===== src/rtl/atomic_ctrl.sv =====
// ---------------------------------------------------------------------------
// atomic_ctrl -- RV32A/RV64A atomic sequencer for the memory stage.
//
// Runs one AMO / LR / SC at a time as a read-modify-write on a simple
// request/ack data bus. It holds the hart's single LR/SC reservation.
// An internal atomic_alu combines the register operand (s1 = rs2) with the
// loaded memory word (s2).
//
// Optional feature macro: ATOMIC_MISALIGN_TRAP_EN
//   defined   : a misaligned address skips the bus, completes with
//               o_misaligned=1 and rd=0, and leaves the reservation as is.
//   undefined : o_misaligned is tied 0 and the low alignment bits of the
//               bus address are forced to 0.
//
// Ports:
//   clk, rst               clock, async active-high reset
//   i_start                request strobe (only looked at in IDLE)
//   i_funct5               A-extension funct5 (LR=00010, SC=00011)
//   i_addr, i_rs2          effective address, register operand
//   i_rsv_clr              external reservation kill
//   o_busy, o_done         busy while not IDLE; one-cycle done pulse
//   o_rd_data              rd result (held until the next o_done)
//   o_misaligned           misaligned-address pulse, with o_done
//   o_bus_*/i_bus_*        data bus request / response
// ---------------------------------------------------------------------------
`ifndef XLEN
`define XLEN 32
`endif

// Combinational AMO datapath. Unknown codes fall back to swap.
module atomic_alu #(
    parameter int W = `XLEN
) (
    input  logic [4:0]   funct5,
    input  logic [W-1:0] s1,
    input  logic [W-1:0] s2,
    output logic [W-1:0] res
);
    always_comb begin
        res = s1;
        case (funct5)
            5'b00000: res = s1 + s2;
            5'b00100: res = s1 ^ s2;
            5'b01000: res = s1 | s2;
            5'b01100: res = s1 & s2;
            5'b10000: res = ($signed(s1) < $signed(s2)) ? s1 : s2;
            5'b10100: res = ($signed(s1) > $signed(s2)) ? s1 : s2;
            5'b11000: res = (s1 < s2) ? s1 : s2;
            5'b11100: res = (s1 > s2) ? s1 : s2;
            default:  res = s1;
        endcase
    end
endmodule

module atomic_ctrl #(
    parameter int RSV_GRAN_BITS = 2
) (
    input  logic              clk,
    input  logic              rst,
    input  logic              i_start,
    input  logic [4:0]        i_funct5,
    input  logic [`XLEN-1:0]  i_addr,
    input  logic [`XLEN-1:0]  i_rs2,
    input  logic              i_rsv_clr,
    output logic              o_busy,
    output logic              o_done,
    output logic [`XLEN-1:0]  o_rd_data,
    output logic              o_misaligned,
    output logic              o_bus_en,
    output logic              o_bus_we,
    output logic [`XLEN-1:0]  o_bus_addr,
    output logic [`XLEN-1:0]  o_bus_wdata,
    input  logic [`XLEN-1:0]  i_bus_rdata,
    input  logic              i_bus_ack
);
    localparam int XW         = `XLEN;
    localparam int ALIGN_BITS = $clog2(XW / 8);
    localparam logic [XW-1:0] ALIGN_MASK = XW'((1 << ALIGN_BITS) - 1);
    localparam logic [4:0] F5_LR = 5'b00010;
    localparam logic [4:0] F5_SC = 5'b00011;

    typedef enum logic [1:0] {IDLE, LOAD, STORE, DONE} state_t;

    state_t                   state, state_n;
    logic [4:0]               f5_q;
    logic [XW-1:0]            addr_q, rs2_q, old_q, rd_q;
    logic                     rsv_valid;
    logic [XW-1:RSV_GRAN_BITS] rsv_tag;

    logic                     rd_we, rsv_set, rsv_kill, sc_hit;
    logic [XW-1:0]            rd_n, alu_res;
`ifdef ATOMIC_MISALIGN_TRAP_EN
    logic                     misal_q, misal_n;
`endif

    atomic_alu #(.W(XW)) u_alu (
        .funct5 (f5_q),
        .s1     (rs2_q),
        .s2     (old_q),
        .res    (alu_res)
    );

    // An external kill in the same cycle as the compare makes the SC fail.
    assign sc_hit = rsv_valid && !i_rsv_clr &&
                    (i_addr[XW-1:RSV_GRAN_BITS] == rsv_tag);

    always_ff @(posedge clk or posedge rst) begin
        if (rst) state <= IDLE;
        else     state <= state_n;
    end

    always_comb begin
        state_n  = state;
        rd_we    = 1'b0;
        rd_n     = '0;
        rsv_set  = 1'b0;
        rsv_kill = i_rsv_clr;
`ifdef ATOMIC_MISALIGN_TRAP_EN
        misal_n  = 1'b0;
`endif
        case (state)
            IDLE: begin
                if (i_start) begin
`ifdef ATOMIC_MISALIGN_TRAP_EN
                    if (|(i_addr & ALIGN_MASK)) begin
                        state_n  = DONE;
                        rd_we    = 1'b1;
                        misal_n  = 1'b1;
                    end else
`endif
                    if (i_funct5 == F5_SC) begin
                        if (sc_hit) begin
                            state_n = STORE;
                        end else begin
                            state_n  = DONE;
                            rd_we    = 1'b1;
                            rd_n     = XW'(1);
                            rsv_kill = 1'b1;
                        end
                    end else begin
                        state_n = LOAD;
                    end
                end
            end
            LOAD: begin
                if (i_bus_ack) begin
                    if (f5_q == F5_LR) begin
                        state_n = DONE;
                        rd_we   = 1'b1;
                        rd_n    = i_bus_rdata;
                        rsv_set = 1'b1;
                    end else begin
                        state_n = STORE;
                    end
                end
            end
            STORE: begin
                if (i_bus_ack) begin
                    state_n = DONE;
                    rd_we   = 1'b1;
                    if (f5_q == F5_SC) begin
                        rd_n     = '0;
                        rsv_kill = 1'b1;
                    end else begin
                        rd_n = old_q;
                    end
                end
            end
            DONE:    state_n = IDLE;
            default: state_n = IDLE;
        endcase
    end

    always_ff @(posedge clk or posedge rst) begin
        if (rst) begin
            f5_q      <= '0;
            addr_q    <= '0;
            rs2_q     <= '0;
            old_q     <= '0;
            rd_q      <= '0;
            rsv_valid <= 1'b0;
            rsv_tag   <= '0;
`ifdef ATOMIC_MISALIGN_TRAP_EN
            misal_q   <= 1'b0;
`endif
        end else begin
            if (state == IDLE && i_start) begin
                f5_q    <= i_funct5;
                rs2_q   <= i_rs2;
`ifdef ATOMIC_MISALIGN_TRAP_EN
                addr_q  <= i_addr;
                misal_q <= misal_n;
`else
                addr_q  <= i_addr & ~ALIGN_MASK;
`endif
            end
            if (state == LOAD && i_bus_ack)
                old_q <= i_bus_rdata;
            if (rd_we)
                rd_q <= rd_n;
            // LR set beats a coincident external kill.
            if (rsv_set) begin
                rsv_valid <= 1'b1;
                rsv_tag   <= addr_q[XW-1:RSV_GRAN_BITS];
            end else if (rsv_kill) begin
                rsv_valid <= 1'b0;
            end
        end
    end

    assign o_busy      = (state != IDLE);
    assign o_done      = (state == DONE);
    assign o_rd_data   = rd_q;
    assign o_bus_en    = (state == LOAD) || (state == STORE);
    assign o_bus_we    = (state == STORE);
    assign o_bus_addr  = addr_q;
    assign o_bus_wdata = (state != STORE) ? '0 :
                         (f5_q == F5_SC)  ? rs2_q : alu_res;
`ifdef ATOMIC_MISALIGN_TRAP_EN
    assign o_misaligned = (state == DONE) && misal_q;
`else
    assign o_misaligned = 1'b0;
`endif
endmodule

===== config.mk =====
export PLATFORM = sky130hd
export DESIGN_NAME = atomic_ctrl
export DESIGN_NICKNAME = d
export VERILOG_FILES = /design/src/rtl/atomic_ctrl.sv
export SDC_FILE = /design/constraint.sdc
export NUM_CORES = 1
export LEC_CHECK = 0
export ABC_AREA = 1
export BUFFER_PORTS_ARGS = -buffer_cell sky130_fd_sc_hd__buf_2
export CAP_MARGIN = 0
export CORE_MARGIN = 5
export CORE_UTILIZATION = 50
export DETAILED_ROUTE_END_ITERATION = 7
export PLACE_DENSITY = 0.71
export REMOVE_ABC_BUFFERS = 1
export SLEW_MARGIN = 10
export SYNTH_ARGS = -nofsm -noshare
export SYNTH_HDL_FRONTEND = slang
export SYNTH_HIERARCHICAL = 1
export SYNTH_SLANG_ARGS = --single-unit
export TNS_END_PERCENT = 5

===== constraint.sdc =====
create_clock -name clk -period 7.2 [get_ports clk]
set_input_delay 1.08 -clock clk [delete_from_list [all_inputs] [get_ports clk]]
set_output_delay 1.08 -clock clk [all_outputs]
set_load 0.005 [all_outputs]

======== Word-level counts from Yosys, hierarchy flattened ========
Cells that the tools add are included.
storage, ports and cells
  bits in registers ....................... 164
  input bits .............................. 106
  output and inout port bits .............. 101
  word-level logic and storage cells ...... 83
operators by class
  add/sub/neg operators ................... 1
  $lt $le $gt $ge ......................... 4
  equality and inequality tests ........... 18
  multiplexer cells ....................... 38
  bitwise operators ....................... 3
  reductions and logical operators ........ 11
operators with widths
  operator              count
  $mux W32              10
  $pmux W32 S8          1
  $pmux W32 S3          1
  $gt A32 B32 Y1        2
  $lt A32 B32 Y1        2
  $add A32 B32 Y32      1
  $and A32 B32 Y32      1
  $or A32 B32 Y32       1
  $xor A32 B32 Y32      1
  $eq A30 B30 Y1        1
  $eq A5 B5 Y1 const B  4
  $mux W1               19
  $eq A5 B2 Y1 const B  3
  $eq A5 B4 Y1 const B  2
  $mux W2               4
  $pmux W2 S4           1
  $ne A2 B2 Y1 const B  3
  $eq A5 B3 Y1 const B  1
  $logic_not A5 Y1      1
  $eq A2 B2 Y1 const B  2
  $logic_and A1 B1 Y1   4
  $reduce_bool A2 Y1    2
  $pmux W1 S3           1
  $reduce_and A3 Y1     1
  other kinds (6)       6

======== Longest topological paths before layout ========
Gate-level depths: netlist of the first run.
  depth after elaboration ................. 9
  depth in mapped cells ................... 23
  depth with buffers taken out ............ 22

======== By module ========
Netlist of the first run, hierarchy kept.
modules (own cells, without submodules)
  module       times used  cells an instance  area an instance (um2)  sequential area each (um2)
  atomic_ctrl  1           937                7802.5                  4103.9
  atomic_alu   1           1329               6805.3                  0.0

======== Worst setup path before layout of the first run ========
No wires, ideal clock.
  kind .................................... register to output
  from .................................... register rs2_q[29]
  to ...................................... output port o_bus_wdata[13]
  data arrival time ....................... 2.546 ns
  data required time ...................... 6.120 ns
  slack ................................... 3.574 ns
  stages on the path, launching flop included .. 18
  buffers on the path ..................... 2
  cells stage by stage .................... dfrtp_1 > inv_1 > ha_1 > inv_1 > nand3_2 > nor2_2 > and3_1 > nand2_2 > nand2_4 > nand2_1 > buf_4 > buf_6 > o21ai_0 > o21ai_0 > nor2_1 > nand3_1 > o21ai_0 > nor2_1
on the way
  word-level cells in the longest chain between the ends .. 5
  elaborated cells between the ends (all ways) .. 11
  those cells by class .................... 4 x order compare; 7 x mux
RTL lines
  element                                       RTL line  RTL
  from (decl)                                   86        logic [XW-1:0] addr_q, rs2_q, old_q, rd_q;
  from (signal assigned)                        189       rs2_q <= i_rs2;
  $gt A32 B32 Y1, or another cell as far along  49        5'b11100: res = (s1 > s2) ? s1 : s2;
  $mux W32, on equally long branches            --
  $pmux W32 S8 (*)                              41        case (funct5)
  via alu_res[13]                               91        logic [XW-1:0] rd_n, alu_res;
  $mux W32 (*)                                  218       (f5_q == F5_SC) ? rs2_q : alu_res;
  $mux W32 (*)                                  217       assign o_bus_wdata = (state != STORE) ? '0 :
  to (decl)                                     72        output logic [`XLEN-1:0] o_bus_wdata,
Mark *: on every way through the listed nets, which the timed path passes. The rest lies on a longest branch.

======== Final worst setup path of the first run ========
  from .................................... register old_q[7]
  to ...................................... output port o_bus_wdata[14]
on the way
  word-level cells in the longest chain between the ends .. 5
  elaborated cells between the ends (all ways) .. 12
  those cells by class .................... 1 x add/sub; 4 x order compare; 7 x mux
RTL lines
  element                                       RTL line  RTL
  from (decl)                                   86
  from (signal assigned)                        198       old_q <= i_bus_rdata;
  $gt A32 B32 Y1, or another cell as far along  49
  $mux W32, on equally long branches            --
  $pmux W32 S8 (*)                              41
  via alu_res[14]                               91
  $mux W32 (*)                                  218
  $mux W32 (*)                                  217
Marks and branches as above.

==> results of run 1 <==
-- synth_stat cells (all sizes together), types with 17 or more instances --
library cell | n | share of area [%]
o21ai | 208 | 7.1
nand3 | 269 | 9.3
clkbuf | 54 | 1.4
buf | 61 | 2.8
a221oi | 17 | 1.0
nor2 | 284 | 7.4
nand4 | 32 | 1.4
inv | 244 | 6.3
dfrtp | 164 | 28
a21oi | 75 | 2.6
nand2 | 643 | 17
ha | 101 | 8.7
mux2 | 43 | 3.3
-- registers in the layout, summed over array words and instances, names as in the netlist --
signal / cells
old_q: 32
o_bus_addr: 30
o_rd_data: 32
f5_q: 5
rsv_tag: 30
rs2_q: 32
rsv_valid: 1
state: 2
-- final timing paths --
kind | start | endpoint | cells after the start
setup / recovery | old_q[7] | o_bus_wdata[14] | 22
max in group asynchronous | rst | rs2_q[7] | 3
min in group asynchronous | rst | o_bus_addr[23] | 2
hold reg to reg | o_rd_data[4] | o_rd_data[4] | 2
setup reg to reg | state[1] | rsv_tag[20] | 7
hold / removal | o_rd_data[4] | o_rd_data[4] | 2
-- critical path: cells and delay by family (launching register included) --
kind / cells / cell delay (ns)
AO/OA/AOI/OAI: 1 / 0.21
buffers and inverters: 4 / 0.83
adder cells (fa/ha/maj): 1 / 0.39
AND/OR/NAND/NOR: 16 / 3.00
flip-flops: 1 / 0.48
-- per-stage QoR --
stage / instances / hold WS (ns)
6_report: 2791 / 0.470
5_1_grt: 2791 / 0.492
4_1_cts: 2791 / 0.471
3_5_place_dp: 2759 / 0.454
3_3_place_gp: 2759 / 0.451
2_1_floorplan: 2153 / 0.465
-- report_power, final --
| group | switching (W) | internal, W |
|---|---|---|
| Sequential | 0.000499 | 0.00131 |
| Clock | 0.000433 | 0.000532 |
| Combinational | 0.00370 | 0.00175 |
| Total | 0.00464 | 0.00359 |
-- layer usage --
metal	vias to the layer above	routed length [um]	global-route usage (%)	part of all wire, %
met5	-	42	0	0.086
met4	8	1030	9.01	2.1
met3	87	4940	7.28	10
met2	697	22400	48.2	46
met1	7192	20600	38.9	42
li1	7591	-	-	-
-- layout make-up --
cell class                      instances  area share [%]
Clock inverter                         14            1.02
Sequential cell                       164            25.2
Inverter                              245            5.68
Tap cell                              384            2.95
Clock buffer                           18            2.70
Timing Repair Buffer                  222            7.14
Multi-Input combinational cell       1744            55.3
-- cell usage in the layout (no fill, tap or decap), drive strengths merged, types with 4 or more instances in the layout --
| cell type | instances |
|---|---|
| o21ai | 208 |
| nand3 | 269 |
| xnor2 | 8 |
| a21oi | 75 |
| a211oi | 8 |
| buf | 222 |
| ha | 101 |
| dfrtp | 164 |
| clkinv | 4 |
| nand4 | 32 |
| clkbuf | 18 |
| o22ai | 6 |
| nor2 | 284 |
| a221oi | 17 |
| mux2 | 43 |
| nor4 | 5 |
| nand2 | 643 |
| o211ai | 8 |
| inv | 251 |
| nor3 | 12 |
-- cell families after synthesis --
logic type | synth area share (%)
and+or+nand+nor | 36.1
buffers and inverters | 10.5
AOI/OAI and AO/OA | 12.6
DFF | 28.1
adders and majority gates | 8.79
muxes | 3.31
xor gates and xnor gates | 0.540
other | 0.0257
==> impl_metrics.tcl, run 1 <==
set metrics [dict create \
    timing.fmax_mhz 155 \
    gp_congestion 1.02 \
    ios 207 \
    fill_cells 2866 \
    grt_pass1_vias 15200 \
    finalMaxSlewViolations 0 \
    ff2ff_setup_slack_ns 4.29 \
    multi_input_area_mm2 0.00901 \
    yosysWarningCount 6 \
    cts_tree "built" \
    dp_hpwl_um 34700 \
    grt_max_degree 89 \
    fin_crit_sh_pct 89.8 \
    p_per_area_mw_per_mm2 505 \
    cts-root-buf "clkbuf_16" \
    syn_to_final_growth_pct 11.5 \
    ctsResizeCount 0 \
    antenna_found_initial 5 \
    post_dp_cell_area_mm2 0.0157 \
    dp_slack_ns 1.40 \
    wl_per_cell_um 17.6 \
    portBuffers 201 \
    cts_buffer_depth 2 \
    maxCapViolCount 0 \
    wirelength_um 49000 \
    start_util_pct 50.8 \
    clk_latency_ns 0.45 \
    cts_setup_buffers 0 \
    cts_inserted_buffers 17 \
    synth_area_mm2 0.0146 \
    holdCritPathClass "register to register" \
    ys_async_sr_fraction_pct 100 \
    worstPathArrival_ns 5.39 \
    via_per_inst 5.58 \
    drive_gt1_share_pct 14.2 \
    synth_cells 2266 \
    syn_area_per_cell_um2 6.45 \
    diodes 0 \
    clkTransAtPathRegs_ns 0.07 \
    slowest_stage "nand2_4" \
    synth_seq_cells 164 \
    slew_headroom_pct 21.3 \
    vias 15600 \
    synth_edf_count 0 \
    setup-tns-final_ns 0 \
    max_stage_delay_ns 0.53 \
    grt_pass1_wl_um 79700 \
    track_usage_pct 29.5 \
    crit_path_start_kind "register" \
    path_common_cell "nand2_1" \
    dr.pass1.iters 7 \
    fp.dieW_um 181 \
    yosysSeqAreaShare_pct 28.1 \
    cts.sinks 164 \
    drt_iter0_drc 1387 \
    synthDistinctLibCells 49 \
    h-tree-depth 4 \
    p_leak_nw 8.63 \
    status "finished clean" \
    setup_violations 0 \
    worst-path-max-fanout 33 \
    timing_worst_slew_pin_value_ns 1.18 \
    rsz0062_at_grt "no" \
    min_period_ns 6.47 \
    path_cells "inv_1 -> ha_1 -> inv_1 -> nand2_1 -> nor3_1 -> nand2_1 -> nand2_1 -> nand2_1 -> nand2_1 -> nand2_2 -> nand2_4 -> nand2_2 -> nand3_2 -> buf_4 -> nand2_1 -> nand3_1 -> nand2_1 -> nor2_1 -> nand3_1 -> o21ai_0 -> nor2_1 -> buf_2" \
    final_nets 2602 \
    path_class "register to output pin" \
    fin_skew_ns 0.00752 \
    power.total_w 0.00823 \
    setup_slack_ns 0.734 \
    synth_ff_type "dfrtp_1" \
    required_ns 6.12 \
    endpoint_kind "output pin" \
    register_area_mm2 0.00410 \
    utilization_pct 56.6 \
    die_h_um 181 \
    hold_viol 0 \
    core_area_mm2 0.0288 \
    grt.overflow.total 0 \
    ir_drop_mv 0.441 \
    cts_hold_buf 0 \
    design_area_mm2 0.0163 \
    antenna_left 0 \
    fp-row-count 62 \
    drc 0 \
    die_area_mm2 0.0327 \
]
No activity file was read; power rests on OpenSTA's default activity.
==> run 2: changes to the inputs <==
--- a/config.mk
+++ b/config.mk
@@ -11,11 +11,10 @@
 export CORE_MARGIN = 5
 export CORE_UTILIZATION = 50
 export DETAILED_ROUTE_END_ITERATION = 7
-export PLACE_DENSITY = 0.71
+export PLACE_DENSITY = 0.72
 export REMOVE_ABC_BUFFERS = 1
 export SLEW_MARGIN = 10
 export SYNTH_ARGS = -nofsm -noshare
 export SYNTH_HDL_FRONTEND = slang
-export SYNTH_HIERARCHICAL = 1
 export SYNTH_SLANG_ARGS = --single-unit
 export TNS_END_PERCENT = 5
==> impl_metrics.tcl, run 2 <==
set metrics [dict create \
    timing_worst_slew_pin_value_ns 1.14 \
    ctsResizeCount 0 \
    yosysMostFrequentCell "nand2_1" \
    cts_hold_buf 0 \
    ys_async_sr_fraction_pct 100 \
    cts_inserted_buffers 17 \
    synthDistinctLibCells 54 \
    synth_area_mm2 0.0130 \
    wirelength_um 46000 \
    cts_tree "built" \
    grt.overflow.total 0 \
    min_from "o_rd_data[9]" \
    synth_seq_cells 164 \
    clk_latency_ns 0.44 \
    syn_area_per_cell_um2 6.86 \
    startpoint "old_q[19]" \
    slew_headroom_pct 23.3 \
    path_class "register to output pin" \
    required_ns 6.12 \
    synth_top_area_share_pct 31.5 \
    ys_top_cells_by_count "nand2_1, nor2_1, inv_1" \
    maxCapViolCount 0 \
    yosysWarningCount 0 \
    fp.dieW_um 172 \
    rsz0062_at_grt "no" \
    crit_path_start_kind "register" \
    synth_compound_area_share_pct 18.9 \
    wl_per_cell_um 19.2 \
    yosysSeqAreaShare_pct 31.5 \
    drt_iter0_drc 1547 \
    holdCritPathClass "register to register" \
    cts-root-buf "clkbuf_16" \
    multi_input_area_mm2 0.00778 \
    synthAdderAreaFrac_pct 9.75 \
    synth_top_family_by_area "simple AND/OR/NAND/NOR gates" \
    yosysTopAreaCell "dfrtp_1" \
    worst-path-max-fanout 30 \
    setup_slack_ns 1.49 \
    setup_violations 0 \
    track_usage_pct 30.7 \
    clkTransAtPathRegs_ns 0.07 \
    fp-row-count 59 \
    p_leak_nw 7.60 \
    fill_cells 2505 \
    gp_congestion 0.965 \
    cts.sinks 164 \
    dp_slack_ns 2.19 \
    grt_pass1_wl_um 71100 \
    fin_skew_ns 0.0167 \
    r2r-start "state[0]" \
    timing.fmax_mhz 175 \
    core_area_mm2 0.0258 \
    max_stage_delay_ns 0.67 \
    diodes 0 \
    dr.pass1.iters 7 \
    antenna_found_initial 4 \
    dp_hpwl_um 31500 \
    hold_viol 0 \
    grt_max_degree 86 \
    ios 207 \
    final_cell_mix "nand2_1, buf_2, nor2_1" \
    path_cells "inv_1 -> ha_1 -> inv_1 -> a21oi_1 -> nand2_1 -> nand2_1 -> nand2_1 -> a21oi_4 -> nand2_4 -> nand2_2 -> nand3_2 -> nor2_2 -> a21oi_1 -> a21oi_1 -> buf_2" \
    cts_setup_buffers 0 \
    drc 0 \
    slowest_stage "nor2_2" \
    fin_crit_sh_pct 79.3 \
    final_nets 2256 \
    die_area_mm2 0.0294 \
    via_per_inst 5.81 \
    synth_ff_type "dfrtp_1" \
    synthSimpleGateAreaFrac_pct 29.5 \
    h-tree-depth 4 \
    ir_drop_mv 0.242 \
    vias 13900 \
    mostFrequentLayoutCell "nand2_1" \
    endpoint_kind "output pin" \
    synth-xor-area-share_pct 1.07 \
    antenna_left 0 \
    portBuffers 201 \
    start_util_pct 50.5 \
    synth_cells 1900 \
    syn_to_final_growth_pct 13.4 \
    grt_pass1_vias 13300 \
    p_per_area_mw_per_mm2 504 \
    muxShareOfSynthArea_pct 0.173 \
    register_area_mm2 0.00410 \
    drive_gt1_share_pct 15.4 \
    min_period_ns 5.71 \
    synth_edf_count 0 \
    status "finished clean" \
    place_inst 2365 \
    finalMaxSlewViolations 0 \
    fin_cells 2397 \
    die_h_um 172 \
    setup-tns-final_ns 0 \
    worstPathArrival_ns 4.63 \
    synth_area_leaders "dfrtp_1, nand2_1, ha_1" \
    cts_buffer_depth 2 \
]
==> run 2: changes by cell type after synthesis, moves of 17 or more <==
cell	before	now
mux2_2	43	2
buf_2	30	13
inv_1	240	182
a21oi_1	74	143
o21ai_0	182	150
nand2_1	623	487
nor2_1	281	199
nand3_1	266	143
o32ai_1	0	31
==> run 2: cells by family (layout without fill, tap and decap cells) <==
group / after synthesis / in the layout
and+or+nand+nor: 910 / 910
xor gates and xnor gates: 16 / 16
other: 1 / 3
adders and majority gates: 101 / 101
buffers and inverters: 292 / 452
muxes: 2 / 2
AOI/OAI and AO/OA: 414 / 414
DFF: 164 / 164
==> run 2: cell type report <==
type	count	share of cell area [%]
clock buffers	18	2.90
clock inverters	14	0.948
inverters	198	5.06
multi-input cells	1446	52.6
flip-flops and latches	164	27.8
well taps	335	2.83
repair buffers	222	7.87
==> run 2: critical path, delay by kind of cell (launching register included) <==
kind	cells	cell delay (ns)
compound gates	4	0.92
fa+ha+maj	1	0.48
simple gates	7	1.94
buf+inv	3	0.41
flops	1	0.40
==> run 2: per-layer routing <==
metal	share of wire [%]	wire length, um	track usage, %
met3	11	5250	7.84
met4	3.4	1550	11.4
met2	44	20300	48.2
met1	41	18900	40.9
met5	0.074	34	0
==> run 2: worst paths after layout <==
| check | end | slack [ns] | cells after the start |
|---|---|---|---|
| worst max-delay path | o_bus_wdata[8] | 1.49 | 15 |
| worst min-delay path | o_rd_data[9] | 0.47 | 2 |
| worst max register to register | o_rd_data[11] | 4.14 | 11 |
| worst min register to register | o_rd_data[9] | 0.47 | 2 |
| max in group asynchronous | old_q[10] | 5.31 | 3 |
| min in group asynchronous | o_bus_addr[18] | 0.68 | 2 |
==> run 2: metrics by stage <==
stage / area (um^2) / hold WS [ns] / util, % / total power, W
CTS: 14800 / 0.471 / 57.2 / 0.00734
global placement: 14200 / 0.448 / 55.0 / 0.00629
floorplan: 12600 / 0.456 / - / 0.00476
finish: 14800 / 0.466 / 57.2 / 0.00745
detailed placement: 14200 / 0.453 / 55.0 / 0.00638
global route: 14800 / 0.485 / 57.2 / 0.00805
==> run 2: where the power goes <==
| part | internal, W | switching, W | total, W |
|---|---|---|---|
| Clock | 0.000460 | 0.000476 | 0.000936 |
| Sequential | 0.00133 | 0.000372 | 0.00170 |
| Combinational | 0.00150 | 0.00331 | 0.00481 |
| Total | 0.00328 | 0.00416 | 0.00745 |
